`src/rtl/mac_acc_drain.sv`:
```
// rtl/mac_acc_drain.sv - beat counter, snapshot capture and 4-word drain stream for the MAC accumulator
//
// Counts enabled accumulation beats and pulses acc_clr_o after acc_len_i beats.
// On the edge that ends the acc_clr_o cycle it snapshots the four accumulator
// lanes and the lane mode. It then streams the snapshot as four words, in0
// first, with out_last_o marking result boundaries for the stored mode.
//
// Optional feature macro: MAC_DRAIN_SKID_EN
//   defined   : a one-deep pending snapshot absorbs a capture that arrives while
//               streaming; a capture with both buffers full is dropped.
//   undefined : any capture while streaming is dropped.
//   A drop sets the sticky overrun_o flag.
//
// Ports:
//   clk_i        clock
//   rst_ni       asynchronous active-low reset
//   en_i         accumulate enable (same signal as the accumulator block)
//   cfg_mode_i   lane mode (single/dual/quad), sampled at capture
//   acc_len_i    beats per window; 0 disables capture
//   in0_i..in3_i accumulator lanes, in0_i least significant
//   acc_clr_o    one-cycle accumulator clear pulse
//   out_data_o   stream word
//   out_valid_o  stream valid
//   out_ready_i  stream ready
//   out_last_o   last word of a result
//   ovr_clr_i    clears overrun_o
//   overrun_o    sticky: a snapshot was dropped

module mac_acc_drain #(
  parameter int MAC_MIN_WIDTH = 8,
  parameter int MAC_ACC_WIDTH = 4 * MAC_MIN_WIDTH,
  parameter int CNT_WIDTH     = 16
) (
  input  logic                     clk_i,
  input  logic                     rst_ni,
  input  logic                     en_i,
  input  logic [1:0]               cfg_mode_i,
  input  logic [CNT_WIDTH-1:0]     acc_len_i,
  input  logic [MAC_ACC_WIDTH-1:0] in0_i,
  input  logic [MAC_ACC_WIDTH-1:0] in1_i,
  input  logic [MAC_ACC_WIDTH-1:0] in2_i,
  input  logic [MAC_ACC_WIDTH-1:0] in3_i,
  output logic                     acc_clr_o,
  output logic [MAC_ACC_WIDTH-1:0] out_data_o,
  output logic                     out_valid_o,
  input  logic                     out_ready_i,
  output logic                     out_last_o,
  input  logic                     ovr_clr_i,
  output logic                     overrun_o
);

  // Lane-mode encodings shared with the accumulator block (mac_const.vh).
  localparam logic [1:0] MAC_SINGLE = 2'd0;
  localparam logic [1:0] MAC_DUAL   = 2'd1;

  typedef enum logic {ST_IDLE, ST_SEND} state_e;
  typedef logic [3:0][MAC_ACC_WIDTH-1:0] lanes_t;

  logic [CNT_WIDTH-1:0] cnt_q, cnt_d;
  logic                 acc_clr_q, acc_clr_d;
  state_e               state_q, state_d;
  logic [1:0]           idx_q, idx_d;
  lanes_t               act_q, act_d;
  logic [1:0]           act_mode_q, act_mode_d;
  logic                 overrun_q, overrun_d;
`ifdef MAC_DRAIN_SKID_EN
  lanes_t               pend_q, pend_d;
  logic [1:0]           pend_mode_q, pend_mode_d;
  logic                 pend_vld_q, pend_vld_d;
`endif

  lanes_t snap;
  logic   capture;
  logic   fire;
  logic   done;
  logic   drop;

  assign snap    = {in3_i, in2_i, in1_i, in0_i};
  // The clear cycle is also the capture cycle: the accumulators still hold the
  // completed window on the edge that ends it.
  assign capture = acc_clr_q;
  assign fire    = (state_q == ST_SEND) && out_ready_i;
  assign done    = fire && (idx_q == 2'd3);

  // Beat counter. A beat that coincides with the clear is lost by the
  // accumulators, so it is not counted here either.
  always_comb begin
    cnt_d     = cnt_q;
    acc_clr_d = 1'b0;
    if (acc_len_i == '0) begin
      cnt_d = '0;
    end else if (en_i && !acc_clr_q) begin
      // >= keeps the counter bounded if acc_len shrinks mid-window.
      if (cnt_q >= acc_len_i - 1'b1) begin
        cnt_d     = '0;
        acc_clr_d = 1'b1;
      end else begin
        cnt_d = cnt_q + 1'b1;
      end
    end
  end

  // Drain FSM next state. A buffer freed by the final word on this edge is
  // reusable on the same edge, so a capture then is never dropped.
  always_comb begin
    state_d    = state_q;
    idx_d      = idx_q;
    act_d      = act_q;
    act_mode_d = act_mode_q;
    drop       = 1'b0;
`ifdef MAC_DRAIN_SKID_EN
    pend_d      = pend_q;
    pend_mode_d = pend_mode_q;
    pend_vld_d  = pend_vld_q;
`endif
    case (state_q)
      ST_IDLE: begin
        if (capture) begin
          act_d      = snap;
          act_mode_d = cfg_mode_i;
          idx_d      = 2'd0;
          state_d    = ST_SEND;
        end
      end
      ST_SEND: begin
        // Two-bit index wraps to word 0 when word 3 is accepted.
        if (fire) idx_d = idx_q + 2'd1;
        if (done) begin
`ifdef MAC_DRAIN_SKID_EN
          if (pend_vld_q) begin
            act_d      = pend_q;
            act_mode_d = pend_mode_q;
            pend_vld_d = 1'b0;
            if (capture) begin
              pend_d      = snap;
              pend_mode_d = cfg_mode_i;
              pend_vld_d  = 1'b1;
            end
          end else if (capture) begin
            act_d      = snap;
            act_mode_d = cfg_mode_i;
          end else begin
            state_d = ST_IDLE;
          end
`else
          if (capture) begin
            act_d      = snap;
            act_mode_d = cfg_mode_i;
          end else begin
            state_d = ST_IDLE;
          end
`endif
        end else if (capture) begin
`ifdef MAC_DRAIN_SKID_EN
          if (pend_vld_q) begin
            drop = 1'b1;
          end else begin
            pend_d      = snap;
            pend_mode_d = cfg_mode_i;
            pend_vld_d  = 1'b1;
          end
`else
          drop = 1'b1;
`endif
        end
      end
      default: state_d = ST_IDLE;
    endcase
    // A drop on the same edge as a clear request keeps the flag set.
    overrun_d = drop | (overrun_q & ~ovr_clr_i);
  end

  always_ff @(posedge clk_i or negedge rst_ni) begin
    if (!rst_ni) begin
      cnt_q      <= '0;
      acc_clr_q  <= 1'b0;
      state_q    <= ST_IDLE;
      idx_q      <= 2'd0;
      act_q      <= '0;
      act_mode_q <= 2'd0;
      overrun_q  <= 1'b0;
    end else begin
      cnt_q      <= cnt_d;
      acc_clr_q  <= acc_clr_d;
      state_q    <= state_d;
      idx_q      <= idx_d;
      act_q      <= act_d;
      act_mode_q <= act_mode_d;
      overrun_q  <= overrun_d;
    end
  end

`ifdef MAC_DRAIN_SKID_EN
  always_ff @(posedge clk_i or negedge rst_ni) begin
    if (!rst_ni) begin
      pend_q      <= '0;
      pend_mode_q <= 2'd0;
      pend_vld_q  <= 1'b0;
    end else begin
      pend_q      <= pend_d;
      pend_mode_q <= pend_mode_d;
      pend_vld_q  <= pend_vld_d;
    end
  end
`endif

  // Data and last are forced to 0 outside SEND so the stream is quiet when idle.
  always_comb begin
    out_valid_o = (state_q == ST_SEND);
    out_data_o  = '0;
    out_last_o  = 1'b0;
    if (out_valid_o) begin
      out_data_o = act_q[idx_q];
      case (act_mode_q)
        MAC_SINGLE: out_last_o = 1'b1;
        MAC_DUAL:   out_last_o = idx_q[0];
        default:    out_last_o = (idx_q == 2'd3);
      endcase
    end
  end

  assign acc_clr_o = acc_clr_q;
  assign overrun_o = overrun_q;

endmodule

```
`config.mk`:
```
export PLATFORM = sky130hd
export DESIGN_NAME = mac_acc_drain
export DESIGN_NICKNAME = d
export VERILOG_FILES = /design/src/rtl/mac_acc_drain.sv
export SDC_FILE = /design/constraint.sdc
export NUM_CORES = 1
export LEC_CHECK = 0
export ABC_AREA = 1
export CAP_MARGIN = 20
export CORE_MARGIN = 4
export CORE_UTILIZATION = 30
export CTS_CLUSTER_SIZE = 14
export DETAILED_ROUTE_END_ITERATION = 8
export SETUP_SLACK_MARGIN = 0.3
export SKIP_LAST_GASP = 1
export SYNTH_ARGS = -nofsm -noshare
export SYNTH_HDL_FRONTEND = slang
export SYNTH_SLANG_ARGS = --single-unit
```
`constraint.sdc`:
```
create_clock -name clk_i -period 1.9 [get_ports clk_i]
set_input_delay 0.38 -clock clk_i [delete_from_list [all_inputs] [get_ports clk_i]]
set_output_delay 0.38 -clock clk_i [all_outputs]
set_load 0.005 [all_outputs]
```
==> metrics <==
Slowest Stage Delay on Critical Path 0.47 ns; vias per inst 4.709; RSZ-0062 raised after global routing yes; failing checks negative setup slack; Antenna Nets Post-Route 0; CTS tree built; Critical Path Source Type flop; final setup violating endpoints 146; Remaining DRCs 0; critical path class reg -> out; endpoint class of the critical path primary output; Yosys cell types 28; total global-route track usage 0.1679; Crit path max-delay family buffers and inverters; status complete, but fails checks; Die X 173.6 µm; routed length per placed instance 17.54 µm; filler cell count 2,391; crit-path max FO 6; die height 173.6 µm; most frequent cells in the layout dfrtp_1, clkdlybuf4s50_1, mux2_4; overall power 16,340 µW; first drt pass iteration count 5; Worst Tran Pin Value 0.3822 ns; R2R depth 10; gpl congestion 0.8013; area post-placement 11,180 µm²; post-layout min period 2.227 ns; layout cells sized above 1 0.4475; Worst-path clk slew 0.07 ns; period utilization 1.172; n_diodes 0; sequential share of the synthesized area 0.4595; Pins Over Slew Limit 0; Area Growth Syn to Fin 62.63%; final hold vios 0; largest net degree at the start of global routing 65; Clock Path Buffers 2; H-tree Lvls 4; CP Buf/Inv Count 4; grt ovf 0; WP data required 1.52 ns; IO Port Bufs 186; fmax 0.4490 GHz; Peak VDD IR 0.0006717 V; worst setup margin -0.3274 ns; Starting Density 0.3052; Die ar. 30,130 µm²; clk sinks 151; site row count 60; vias in the first global route 7,402; Syn Inst Count 810; critical path depth 8; maxcap violations 0; # IOs 187; first-pass GRT wire length 40,620 µm; design area 13,380 µm²; syn_nets 980; Skew-Pair Late Insertion Delay 0.43 ns; pwr/cell area 1222 nW/µm²; skew final 0.01948 ns; WL final 25,690 µm; CTS buffer count 17; Rel. slew slack 0.7452; dpl hpwl 16,350 µm; layout net count 1,281; commonest non-fill, non-tap cell in the layout dfrtp_1; Iter 0 DRT Violations 309; Clock Tree Root clkbuf_16; crit-path cells buf_12 -> buf_8 -> buf_12 -> nor2_4 -> nor2_4 -> o21ai_2 -> a21oi_1 -> buf_2; mean post-synth cell area 10.15 µm²; Worst path slowest cell dfrtp_2; Core Area 26,950 µm²; synthesized area 8224 µm²; antenna violations before repair 1; HP Class in -> async; Via Count 6,899; final core occ 0.4963; critical path arrival 1.85 ns; Pleak 0.006488 µW; Ys Warns 0; Synth Register Bits 151
[routing by layer]
layer,track usage,up-vias,wire (µm)
met5,0,-,17
met4,0.04751,2,555
met3,0.03686,39,1414
met2,0.2744,187,12230
met1,0.2254,3336,11480
li1,-,3335,-
[cells by family after synthesis]
family / synth area share
xor+xnor: 0.02449
mux: 0.2236
buf+inv: 0.05279
simple gates: 0.1356
compound gates: 0.07516
fa+ha+maj: 0.02891
flops: 0.4595
[metrics by stage]
step,setup TNS (ns),hold WS [ns],instances,worst slack (ns)
2_1_floorplan,-4.182,0.08441,810,-0.3027
3_3_place_gp,-40.79,0.3084,1379,-0.9284
3_5_place_dp,-39.34,0.3204,1379,-0.9740
4_1_cts,-11.08,0.4395,1462,-0.2851
5_1_grt,-24.35,0.4539,1465,-0.4000
6_report,-10.89,0.4276,1465,-0.3274
[power breakdown]
part	switching, µW	leakage [µW]	internal [µW]
combinational	3470	0.00420	4390
sequential	828	0.00200	4260
clock	1530	0.000288	1860
total	5830	0.00649	10500
[layout make-up]
| cell class | count | area [µm²] | area share |
|---|---|---|---|
| Clock inverter | 15 | 158.9 | 0.01188 |
| Clock buffer | 17 | 425.4 | 0.03181 |
| Tap cell | 341 | 426.7 | 0.03190 |
| Sequential cell | 151 | 3782 | 0.2828 |
| Inverter | 47 | 183.9 | 0.01375 |
| Timing Repair Buffer | 321 | 3520 | 0.2631 |
| Multi-Input combinational cell | 573 | 4878 | 0.3647 |
[what timing repair did]
item,CTS,global route
gates resized for setup,387,142
endpoints found under the hold margin,32,0
pin swaps,81,87
hold buffers,1,0
endpoints found under the setup margin,183,181
cloned,17,1
setup buffers,33,2
[Yosys cell counts]
master    number  area share
nor2_1       157       0.072
dfrtp_1      151        0.46
mux2_4       100        0.18
nand2_1       87       0.040
o21ai_0       67       0.041
inv_1         44       0.020
a21oi_1       43       0.026
mux2_2        30       0.041
ha_1          19       0.029
xor2_1        15       0.016
clkbuf_1      14      0.0064
buf_6         13       0.018
nand3_1       13      0.0079
buf_1          9      0.0041
o21ai_1        9      0.0055
nor3_1         8      0.0049
xnor2_1        8      0.0085
nand4_1        6      0.0046
buf_2          5      0.0030
inv_2          3      0.0014
nor2_2         2      0.0015
a221oi_1       1      0.0011
and3_1         1     0.00076
nand3_2        1      0.0012
nand4_4        1      0.0026
nor4_1         1     0.00076
o21bai_1       1     0.00091
o22ai_1        1     0.00076
[state kept, by name (all words and copies together) (netlist names)]
signal       flops
idx_q            2
cnt_q           16
act_mode_q       2
overrun_o        1
out_valid_o      1
act_q          128
acc_clr_o        1
[final timing paths]
path	start	end	slack [ns]
min in group clk_i	act_q[63]	act_q[63]	0.51
max reg2reg	idx_q[0]	act_q[8]	-0.11
min reg2reg	act_q[63]	act_q[63]	0.51
max in group asynchronous	rst_ni	act_q[31]	0.76
max	idx_q[0]	out_data_o[20]	-0.33
min	rst_ni	act_q[17]	0.43
Note: power is estimated with default switching activity, not from simulation.
